==> config.mk <==
export PLATFORM = sky130hd
export DESIGN_NAME = ring_nic
export DESIGN_NICKNAME = d
export VERILOG_FILES = /design/src/rtl/ring_nic.sv
export SDC_FILE = /design/constraint.sdc
export NUM_CORES = 1
export LEC_CHECK = 0
export ABC_AREA = 1
export BUFFER_PORTS_ARGS = -buffer_cell sky130_fd_sc_hd__buf_2
export CORE_AREA = 4 4 172 174
export CTS_BUF_LIST = sky130_fd_sc_hd__clkbuf_4
export DETAILED_ROUTE_END_ITERATION = 8
export DIE_AREA = 0 0 176 178
export PLACE_DENSITY_LB_ADDON = 0.1
export SETUP_SLACK_MARGIN = 0.5
export SYNTH_ARGS = -nofsm -noshare
export SYNTH_HDL_FRONTEND = slang
export SYNTH_SLANG_ARGS = --single-unit
==> constraint.sdc <==
create_clock -name clk -period 9.17 [get_ports clk]
set_input_delay 1.834 -clock clk [delete_from_list [all_inputs] [get_ports clk]]
set_output_delay 1.834 -clock clk [all_outputs]
set_load 0.03 [all_outputs]
==> src/rtl/ring_nic.sv <==
// Ring network interface: CPU-facing register window over an output FIFO (CPU->ring)
// and an input FIFO (ring->CPU), with occupancy reporting and a sticky overflow flag.
module ring_nic #(
  parameter int DATA_WIDTH = 64,
  parameter int DEPTH      = 2,
  parameter int CNT_W      = $clog2(DEPTH + 1)
) (
  input  logic                  clk,
  input  logic                  reset,
  input  logic                  nicEn,
  input  logic                  nicWrEn,
  input  logic [1:0]            nicAddr,
  input  logic [DATA_WIDTH-1:0] nicDataIn,
  output logic [DATA_WIDTH-1:0] nicDataOut,
  output logic                  netSo,
  input  logic                  netRo,
  output logic [DATA_WIDTH-1:0] netDo,
  input  logic                  netSi,
  output logic                  netRi,
  input  logic [DATA_WIDTH-1:0] netDi
);

  localparam int                PTR_W = (DEPTH > 1) ? $clog2(DEPTH) : 1;
  localparam logic [PTR_W-1:0]  LAST  = PTR_W'(DEPTH - 1);
  localparam logic [CNT_W-1:0]  FULL  = CNT_W'(DEPTH);

  logic [DATA_WIDTH-1:0] omem_q [DEPTH];
  logic [DATA_WIDTH-1:0] imem_q [DEPTH];
  logic [PTR_W-1:0]      owr_q, owr_d, ord_q, ord_d;
  logic [PTR_W-1:0]      iwr_q, iwr_d, ird_q, ird_d;
  logic [CNT_W-1:0]      ocnt_q, ocnt_d, icnt_q, icnt_d;
  logic                  ovf_q, ovf_d;
  logic [DATA_WIDTH-1:0] rdata_q, rdata_d;
  logic [DATA_WIDTH-1:0] stat_in, stat_out;

  logic cpu_rd, cpu_wr, ofull, ifull;
  logic o_push, o_pop, i_push, i_pop;

  function automatic logic [PTR_W-1:0] bump(input logic [PTR_W-1:0] p);
    return (p == LAST) ? '0 : p + PTR_W'(1);
  endfunction

  function automatic logic [CNT_W-1:0] count_next(input logic [CNT_W-1:0] c,
                                                  input logic push, input logic pop);
    case ({push, pop})
      2'b10:   return c + CNT_W'(1);
      2'b01:   return c - CNT_W'(1);
      default: return c;
    endcase
  endfunction

  assign cpu_rd = nicEn & ~nicWrEn;
  assign cpu_wr = nicEn & nicWrEn;
  assign ofull  = (ocnt_q == FULL);
  assign ifull  = (icnt_q == FULL);

  assign netSo  = (ocnt_q != '0);
  assign netDo  = netSo ? omem_q[ord_q] : '0;
  // Ready is forced low for the whole time reset is held, not just after the first edge.
  assign netRi  = ~ifull & ~reset;

  assign o_push = cpu_wr & (nicAddr == 2'b10) & ~ofull;
  assign o_pop  = netSo & netRo;
  assign i_push = netSi & netRi;
  assign i_pop  = cpu_rd & (nicAddr == 2'b00) & (icnt_q != '0);

  always_comb begin
    stat_in              = '0;
    stat_in[CNT_W:1]     = icnt_q;
    stat_in[0]           = (icnt_q != '0);
    stat_out             = '0;
    stat_out[CNT_W+1:2]  = ocnt_q;
    stat_out[1]          = ovf_q;
    stat_out[0]          = ofull;
  end

  always_comb begin
    owr_d   = o_push ? bump(owr_q) : owr_q;
    ord_d   = o_pop  ? bump(ord_q) : ord_q;
    iwr_d   = i_push ? bump(iwr_q) : iwr_q;
    ird_d   = i_pop  ? bump(ird_q) : ird_q;
    ocnt_d  = count_next(ocnt_q, o_push, o_pop);
    icnt_d  = count_next(icnt_q, i_push, i_pop);

    ovf_d = ovf_q;
    if (cpu_wr && nicAddr == 2'b10 && ofull)
      ovf_d = 1'b1;
    else if (cpu_wr && nicAddr == 2'b11)
      ovf_d = 1'b0;

    rdata_d = rdata_q;
    if (cpu_rd) begin
      case (nicAddr)
        2'b00:   rdata_d = (icnt_q != '0) ? imem_q[ird_q] : '0;
        2'b01:   rdata_d = stat_in;
        2'b10:   rdata_d = '0;
        default: rdata_d = stat_out;
      endcase
    end
  end

  always_ff @(posedge clk or posedge reset) begin
    if (reset) begin
      owr_q   <= '0;
      ord_q   <= '0;
      iwr_q   <= '0;
      ird_q   <= '0;
      ocnt_q  <= '0;
      icnt_q  <= '0;
      ovf_q   <= 1'b0;
      rdata_q <= '0;
    end else begin
      owr_q   <= owr_d;
      ord_q   <= ord_d;
      iwr_q   <= iwr_d;
      ird_q   <= ird_d;
      ocnt_q  <= ocnt_d;
      icnt_q  <= icnt_d;
      ovf_q   <= ovf_d;
      rdata_q <= rdata_d;
    end
  end

  // Storage is deliberately left out of reset; only pointers and counts define validity.
  always_ff @(posedge clk) begin
    if (o_push) omem_q[owr_q] <= nicDataIn;
    if (i_push) imem_q[iwr_q] <= netDi;
  end

  assign nicDataOut = rdata_q;

endmodule

; After elaboration in Yosys (flattened, before gate mapping)
; Memories as Yosys holds them, arrays and structs flattened.
; Index checks and enable logic that the tools add are counted.
[classes]
add_sub_neg = 8
n_eq_ne = 9
mux = 15
bitwise = 13
n_reduce_logical = 9
[op_table]
columns = cell, n
row1 = 64-bit case mux with 3 select lines, 1
row2 = 64-bit two-way mux, 2
row3 = "2-bit == test, second input constant", 6
row4 = 1-bit two-way mux, 10
row5 = 2-bit nonzero test, 5
row6 = 1-bit bitwise AND, 9
row7 = 2-bit case mux with 2 select lines, 2
row8 = "2-bit by 1-bit == test with 1-bit output, second input constant", 3
row9 = "1-bit adder, second input constant", 4
row10 = "2-bit by 1-bit adder with 2-bit output, second input constant", 2
row11 = 1-bit NOT, 4
row12 = "2-bit by 1-bit subtractor with 2-bit output, second input constant", 2
row13 = 1-bit logical AND, 3
row14 = 2-bit logical NOT, 1
[word_totals]
reg_bits = 73
mem_bits_rw = 256
output_inout_bits = 130
n_memories = 2
[memory_table]
columns = memory, words, word_bits, read_ports, rd_clocked_by_memory_dff, write_ports, line_no
row1 = imem_q, 2, 64, 1, 0, 1, 28  ; logic [DATA_WIDTH-1:0] imem_q [DEPTH];
row2 = omem_q, 2, 64, 1, 0, 1, 27  ; logic [DATA_WIDTH-1:0] omem_q [DEPTH];

; Longest topological paths before layout
; Gate-level depths: netlist (run 1).
[depth]
ltp_word = 6
depth_mapped = 9
depth_no_buf = 8

; Worst setup path after synthesis (run 1)
; Ideal clock, no wire load.
[synth_path]
path_type = input to register
from = input port reset
to = memory imem_q[1][0], enable pin
setup_ps = 487
arrival_time_ps = 5213
t_required_ps = 8683
setup_slack_ps = 3470
stages = 3
path_buffers = 0
cell_sequence = nor2_1 > nand2_1 > nor2_1
[synth_via]
elab_chain_cells = 5
[synth_lines]
columns = element, line_no
row1 = "start, declared", 9  ; input logic reset,
row2 = 1-bit NOT, 60  ; assign netRi = ~ifull & ~reset;
row3 = 1-bit bitwise AND, 60
row4 = 1-bit bitwise AND, 64  ; assign i_push = netSi & netRi;
row5 = 1-bit two-way mux, 127  ; if (i_push) imem_q[iwr_q] <= netDi;
row6 = 1-bit two-way mux (not written as such), 127
row7 = "end, declared", 28
; Every way passes these cells.

; Final worst setup path (run 1)
[layout_path]
from = input port reset
to = output port netRi
[layout_via]
elab_chain_cells = 2
[layout_lines]
columns = element, line_no
row1 = 1-bit NOT, 60
row2 = 1-bit bitwise AND, 60
row3 = "end, declared", 19  ; output logic netRi,
; Every way passes these cells.

==> results.md, run 1 <==
Clock network:
- The H-tree was split into 3 levels.
- Clock-pin slew was measured on the worst setup and hold paths at 0.06 ns.
- Buffers added to address setup during post-CTS repair amount to 0.
- TritonCTS built the clock tree.
- The CTS root buffer is clkbuf_4.
- The number of gates given a new drive strength after cts is 0.
- For this design, the sink count on the clock tree is 329.
- The later pin in the worst-skew pair is clocked with a latency of ~0.69 ns.
- Clock tree synthesis inserted a total of 85 buffers.
- The number of buffers between clock root and the deepest sink is 3.
- After clock tree synthesis, the flow added hold-fix buffers numbering 0.

Route:
- After detailed routing, the average wire length per cell comes to about 16 microns.
- In this run the remaining antenna-violating nets after routing total 0.
- For this run, design rule violations remaining after detail routing come to 0.
- After detailed routing, the number of vias per cell comes to around 4.7.
- The first-pass iteration count of the detailed router is 4.
- The via count is 8,465.
- The initial DRC count is just under 400.
- After detailed routing, the total wire length is 28,700 microns.

Synth:
- For this run, the number of Yosys warnings is 0.
- The most used flip-flop cell after synthesis is edfxtp_1.
- The number of different library cells used by synthesis comes to 20.
- Of all flip-flops after synthesis, the portion carrying an async set or reset was 0.222.
- In this run the cell area of the synthesized design comes to between 0.01 and 0.015 sq mm.
- In the synthesized netlist, the number of instances is around 1,000.
- Of the synthesized area, sequential elements account for 0.766.
- Counting flops and latches in the post-synthesis netlist gives between 300 and 400.
- The post-synth net total is about 1,200.
- In this run, synthesis inferred 256 flip-flops with an integrated enable.
- Dividing the synthesized area by the synthesized cell count gives between 10 and 15 sq um.

Worst setup path:
- The required time at the endpoint of the critical path is around 7.3 ns.
- The number of buffer and inverter instances along the worst setup path is 2.
- Measured in cells, the most critical reg-to-reg path has a length of 5.
- Counting buffers and inverters, the worst setup path is 3 cells deep.
- The nature of the critical path startpoint is an input pin.
- The critical path capture point type is an output pin.
- The dominant delay contributor by cell family on the critical path is buffers and inverters.
- Among the stages of the critical path, the cell type that occurs most often is buf_2.
- On the critical path, the stage with the largest delay is an instance of buf_2.
- The largest driver fanout on the critical path is 3.
- On the worst path, the slowest cell contributes a delay of 0.23 ns.
- The classification of the worst setup path is in2out.
- Traced cell by cell, the critical path runs through buf_2 -> nor2_1 -> buf_2.
- The data arrival time at the worst-slack endpoint is approximately 2.3 ns.
- For flop-to-flop paths, the worst setup slack is 6.68 ns.

Cells and area:
- The sequential cells in the finished layout cover a total of between 0.009 and 0.01 sq mm.
- Relative to the synthesized area, the layout overhead comes to 22.4%.
- The net count reported at finish is roughly 1,500.
- The fraction of final layout cells sized beyond drive strength 1 is 0.311.
- The layout has 2,509 filler cells.
- The total area of multi-input combinational cells is roughly 0.0026 sq mm.

Pwr:
- The total internal power is approximately 2.8 mW.
- The switching share of total power is 0.375.
- The ratio of total power to cell area is approximately 290 mW/mm^2.
- The worst-case IR drop observed on VDD is ~150 uV.
- Summed over all nets, the switching power comes to 1.67 mW.
- The analysis attributes to cell leakage a power of between 6 and 7 nW.
- Of the total power, registers draw 0.412.
- The combinational fraction of design power is 0.310.
- Of the total power, the clock network draws 0.278.
- The overall power after layout is 4.46 mW.

Placement:
- The count of buffers inserted at the top-level ports is between 200 and 300.
- Summed over all nets, the half-perimeter wirelength after detailed placement is roughly 17,000 microns.
- Routability-driven placement finished with a final weighted congestion of around 0.74.

Timing:
- Between clock sinks in the finished design, the worst skew comes to 0.0493 ns.
- The worst slew margin relative to its limit is 0.300.
- Setup total negative slack on the finished layout was measured at 0 ns.
- Dividing the final minimum period by the clock period gives 0.455.
- The final max-slew violation count is 0.
- The maximum clock frequency is between 0.2 and 0.25 GHz.
- The final number of hold-violating endpoints is 0.
- The shortest clock period the worst path allows after layout is 4.17 ns.
- The final setup violation count is 0.
- For the pin with the worst max-slew slack, the measured transition is approximately 1.1 ns.
- Setup repair after global routing left no endpoint under its margin.

Hold path:
- The worst hold path stage count is 2.
- The type of the most critical hold path is reg2reg.

GRT:
- The initial antenna violation count is 9.
- The global router's overall resource usage is 0.180.
- The via count of the first global-routing pass is 8,434.
- Entering global routing, the biggest net connects 74 pins.
- The first global-routing pass estimated ~44,000 microns of wire.
- The total overflow left after global routing is 0.

Die:
- From bottom edge to top edge, the die measures between 150 and 200 microns.
- The x dimension of the die is ~180 microns.
- The total area inside the core boundary comes to between 0.02 and 0.03 sq mm.
- The I/O pin total is 266.
- The total die area is between 0.03 and 0.04 sq mm.
- The site row count is between 60 and 70.
- The initial core utilization is 0.447.

Status:
- The run finished with clean final reports.

Run:
- The number of max-capacitance violations reported is 0.
## registers in the layout, summed over array words and instances, names as in the netlist
register,flops
icnt_q,2
imem_q,128
ird_q,1
iwr_q,1
nicDataOut,64
ocnt_q,2
omem_q,128
ord_q,1
ovf_q,1
owr_q,1
## worst paths after layout
check / from / end
min reg2reg: nicDataOut[5] / nicDataOut[5]
min: nicDataOut[5] / nicDataOut[5]
max: reset / netRi
min in group asynchronous: reset / nicDataOut[29]
max reg2reg: icnt_q[0] / imem_q[1][23]
max in group asynchronous: reset / ord_q
## cells in the final DEF, fill, tap and decap left out, types with 5 or more instances in the layout
master	count
nand2_1	489
buf_2	265
edfxtp_1	256
clkbuf_4	135
dfrtp_1	71
a21oi_1	68
nand3_1	42
nor2_1	12
clkinv_1	12
buf_4	12
inv_1	11
inv_2	6
nor2_4	5
## cell type report
| cell class | instances | area share |
|---|---|---|
| Clock buffer | 135 | 0.0666 |
| Clock inverter | 20 | 0.00625 |
| Tap cell | 378 | 0.0311 |
| Timing Repair Buffer | 277 | 0.0931 |
| Antenna cell | 2 | 0.000329 |
| Inverter | 17 | 0.00428 |
| Multi-Input combinational cell | 633 | 0.173 |
| Sequential cell | 329 | 0.626 |
## layer usage
| metal | global-route usage | share of wire | wire, microns | vias up |
|---|---|---|---|---|
| li1 | - | - | - | 4134 |
| met2 | 0.285 | 0.46 | 13300 | 293 |
| met4 | 0.0617 | 0.019 | 546 | 12 |
| met5 | 0 | 0.0022 | 63 | - |
| met1 | 0.232 | 0.43 | 12400 | 3973 |
| met3 | 0.0649 | 0.082 | 2350 | 53 |
## synthesized netlist by cell type (3+ instances only)
library cell | count | area, sq um
a21oi_1 | 68 | 340
nand2_1 | 490 | 1840
buf_2 | 18 | 90.1
buf_6 | 5 | 56.3
o21ai_0 | 3 | 15.0
inv_2 | 3 | 11.3
inv_1 | 14 | 52.6
edfxtp_1 | 256 | 7690
nor2_1 | 15 | 56.3
clkbuf_1 | 23 | 86.3
nand3_1 | 42 | 210
xor2_1 | 4 | 35.0
dfrtp_1 | 73 | 1830
## kinds of logic (layout without fill, tap and decap cells)
family | Yosys count | count (layout) | share of synthesized area
adder cells (fa/ha/maj) | 2 | 2 | 0.00201
AO/OA/AOI/OAI | 71 | 71 | 0.0286
flip-flops | 329 | 329 | 0.766
AND/OR/NAND/NOR | 554 | 554 | 0.175
other | 0 | 2 | 0
XOR/XNOR | 6 | 6 | 0.00423
buffers and inverters | 65 | 449 | 0.0251
## through the flow
| step | instances | hold WS (ns) | worst slack [ns] | util | cell area, sq um |
|---|---|---|---|---|---|
| 2_1_floorplan | 1027 | 0.442 | 3.47 | - | 12400 |
| 3_3_place_gp | 1634 | 0.454 | 5.01 | 0.507 | 14100 |
| 3_5_place_dp | 1634 | 0.460 | 5.01 | 0.507 | 14100 |
| 4_1_cts | 1789 | 0.477 | 5.00 | 0.547 | 15200 |
| 5_1_grt | 1791 | 0.496 | 4.90 | 0.548 | 15200 |
| 6_report | 1791 | 0.473 | 5.00 | 0.548 | 15200 |
## tightest hold or removal path: cells and delay by family, from the launching register on
kind          cells  cell delay, ns
simple gates      2            0.10
flops             1            0.34
## power by group through the flow
stage	clock (mW)	sequential, mW	combinational (mW)
detailed placement	0	1.86	1.40
finish	1.24	1.84	1.38
CTS	1.29	1.84	1.41
global route	1.37	1.85	1.51
floorplan	0	1.94	0.889
global placement	0	1.86	1.39
Note: power is estimated with default switching activity, not from simulation.
==> inputs of run 2 (changes only) <==
clock period = 3.8 ns   (was 9.17 ns; I/O delays follow)
==> results.md, run 2 (synthesis gave the netlist of run 1 again) <==
Status:
- Status: finished clean (unchanged).

Die:
- The total die area came to 0.0313 sq mm (unchanged).
- The die span in y is 178 microns (unchanged).
- The site row count came to 61 (unchanged).
- The x dimension of the die came to 176 microns (unchanged).
- The core area came to 0.0278 sq mm (unchanged).
- The initial core utilization is 0.447 (unchanged).
- The I/O pin total is 266 (unchanged).

GRT:
- The total global routing overflow is 0 (unchanged).
- The via count of the first global-routing pass was 8,540 (was 8,434).
- The largest net degree at the start of global routing is 67 (was 74).
- The wire length of the first global-routing pass was 45,400 microns (was 44,200 microns).
- The initial antenna violation count came to 9 (unchanged).
- The global router's overall resource usage was 0.185 (was 0.180).

Cells and area:
- The fraction of final layout cells sized beyond drive strength 1 is 0.306 (was 0.311).
- The most common library cell in the layout ignoring fill and taps is nand2_1 (unchanged).
- The post-route cell area is 0.0153 sq mm (was 0.0152 sq mm).
- The net count reported at finish came to 1,487 (was 1,481).
- Commonest cells after routing, fill and taps aside: 489 x nand2_1, 265 x buf_2, 256 x edfxtp_1 (unchanged).
- The area growth from synthesis to layout came to 22.8% (was 22.4%).
- The layout filler cell count is 2,571 (was 2,509).

Timing:
- Timing would allow up to 0.332 GHz.
- RSZ-0062 raised after global routing: false (unchanged).
- The pin slew with the least headroom to its limit came to 1.00 ns (was 1.05 ns).
- The final setup violation count came to 0 (unchanged).
- The worst-case clock skew is 0.0294 ns (was 0.0493 ns).
- The worst slew margin relative to its limit is 0.331 (was 0.300).
- The final max-slew violation count is 0 (unchanged).
- The final number of hold-violating endpoints is 0 (unchanged).
- The final period utilization is 0.792.
- The shortest clock period the worst path allows after layout is about 3 ns.
- The sum of negative setup slack is 0 ns (unchanged).

Pwr:
- The overall power after layout is 10.7 mW (was 4.46 mW).
- The ratio of total power to cell area is 702 mW/mm^2 (was 293 mW/mm^2).
- The largest voltage drop on the vdd net is 381 uV (was 148 uV).
- The leakage component of the power is 6.89 nW (was 6.87 nW).

Route:
- The via count is 8,494 (was 8,465).
- The number of vias per cell after detailed routing is 4.73 (about the same).
- The number of design rule violations left after detail routing is 0 (unchanged).
- The post-detailed-route wirelength per cell is 16.4 microns (was 16.0 microns).
- The routed wire length was 29,300 microns (was 28,700 microns).
- The first-pass iteration count of the detailed router is 5 (was 4).
- The remaining number of nets flagged by the antenna check after routing is 0 (unchanged).
- The initial DRC count was 461 (was 396).

Worst setup path:
- The classification of the worst setup path is reg2out (was in2out).
- The largest driver fanout on the critical path is 65 (was 3).
- The required time at the endpoint of the critical path came to 3.04 ns (was 7.34 ns).
- The critical path capture point type was an output pin (unchanged).
- The data arrival time at the worst-slack endpoint is 2.25 ns (was 2.33 ns).
- The nature of the critical path startpoint is a flop (was input pin).

Placement:
- The weighted congestion at the end of routability-driven global placement is 0.754 (was 0.738).
- The count of buffers inserted at the top-level ports is 265 (unchanged).
- The total half-perimeter wirelength after legalization and detailed placement is 18,100 microns (was 16,800 microns).
- The placement-stage cell area came to 0.0142 sq mm (was 0.0141 sq mm).

Clock network:
- The total CTS buffers came to 84 (was 85).
- The count of hold buffers inserted by post-cts repair is 0 (unchanged).
- The CTS root buffer is clkbuf_4 (unchanged).
- The number of buffers added for setup after CTS was 0 (unchanged).
- The number of buffers between clock root and the deepest sink came to 3 (unchanged).
- The number of H-tree levels is 3 (unchanged).
- The insertion delay of the later-clocked pin in the worst-skew pair is 0.65 ns (was 0.69 ns).
- The clock transition time at the flip-flop clock pins of the worst setup and hold paths is 0.07 ns (was 0.06 ns).
- The number of sinks handled by clock tree synthesis is 329 (unchanged).
- The CTS tree was built (unchanged).

Hold path:
- The type of the most critical hold path is in2async (was reg2reg).

Run:
- The number of max-capacitance violations reported is 0 (unchanged).
==> run 2: cell types whose count changed in the layout (fill, tap and decap cells not counted), moves of 2 or more <==
cell / before / now
clkbuf_4: 135 / 121
clkinv_1: 12 / 21
buf_12: 0 / 3
buf_4: 12 / 14
clkinvlp_4: 3 / 1
==> run 2: through the flow <==
step / hold slack (ns) / utilization / setup slack, ns / instances
2_1_floorplan: 0.442 / - / 0.603 / 1027
3_3_place_gp: 0.455 / 0.510 / 1.20 / 1640
3_5_place_dp: 0.459 / 0.510 / 1.19 / 1640
4_1_cts: 0.138 / 0.549 / 0.567 / 1792
5_1_grt: 0.160 / 0.549 / 0.590 / 1794
6_report: 0.195 / 0.549 / 0.791 / 1794
==> run 2: worst paths after layout <==
| kind | start | end | cells after the start | slack (ns) |
|---|---|---|---|---|
| setup / recovery | ord_q | netDo[50] | 4 | 0.79 |
| hold / removal | reset | nicDataOut[44] | 2 | 0.19 |
| hold reg to reg | nicDataOut[10] | nicDataOut[10] | 2 | 0.47 |
| min in group clk | netDi[27] | imem_q[1][27] | 1 | 0.29 |
| max in group asynchronous | reset | nicDataOut[35] | 3 | 2.78 |
| setup reg to reg | icnt_q[1] | imem_q[1][10] | 6 | 1.64 |
==> run 2: worst max-delay path, cell delays in order, from the launching register on <==
cell and delay, ns:
dfrtp_2 0.36, buf_4 0.58, nand2_1 0.21, a21oi_1 0.20
buf_2 0.22
==> run 2: timing repair <==
item / in CTS / in global routing
gates cloned: 1 / 0
gates resized for setup: 0 / 1
endpoints found under the hold margin: 0 / 0
endpoints found under the setup margin: 41 / 4
pin swaps: 1 / 0
==> run 2: area by class of cell <==
class / count / area, sq um / area share
inverter: 17 / 65.1 / 0.00426
sequential: 329 / 9520 / 0.624
multi-input combinational: 634 / 2630 / 0.173
timing repair buffer: 283 / 1500 / 0.0985
clock inverter: 30 / 156 / 0.0102
clock buffer: 121 / 908 / 0.0595
antenna: 2 / 5.00 / 0.000328
tap: 378 / 473 / 0.0310
==> run 2: report_power, final <==
| part | switching [mW] | total, mW | internal [mW] | leakage, nW |
|---|---|---|---|---|
| registers | 0.164 | 4.44 | 4.27 | 3.30 |
| logic | 2.48 | 3.34 | 0.854 | 2.96 |
| clock network | 1.39 | 2.94 | 1.54 | 0.632 |
==> run 2: metal layers <==
layer / part of all wire / track usage / up-vias
met1: 0.43 / 0.245 / 3987
met5: 0.0034 / 0 / -
met2: 0.47 / 0.296 / 289
met4: 0.014 / 0.0569 / 14
li1: - / - / 4158
met3: 0.077 / 0.0574 / 46
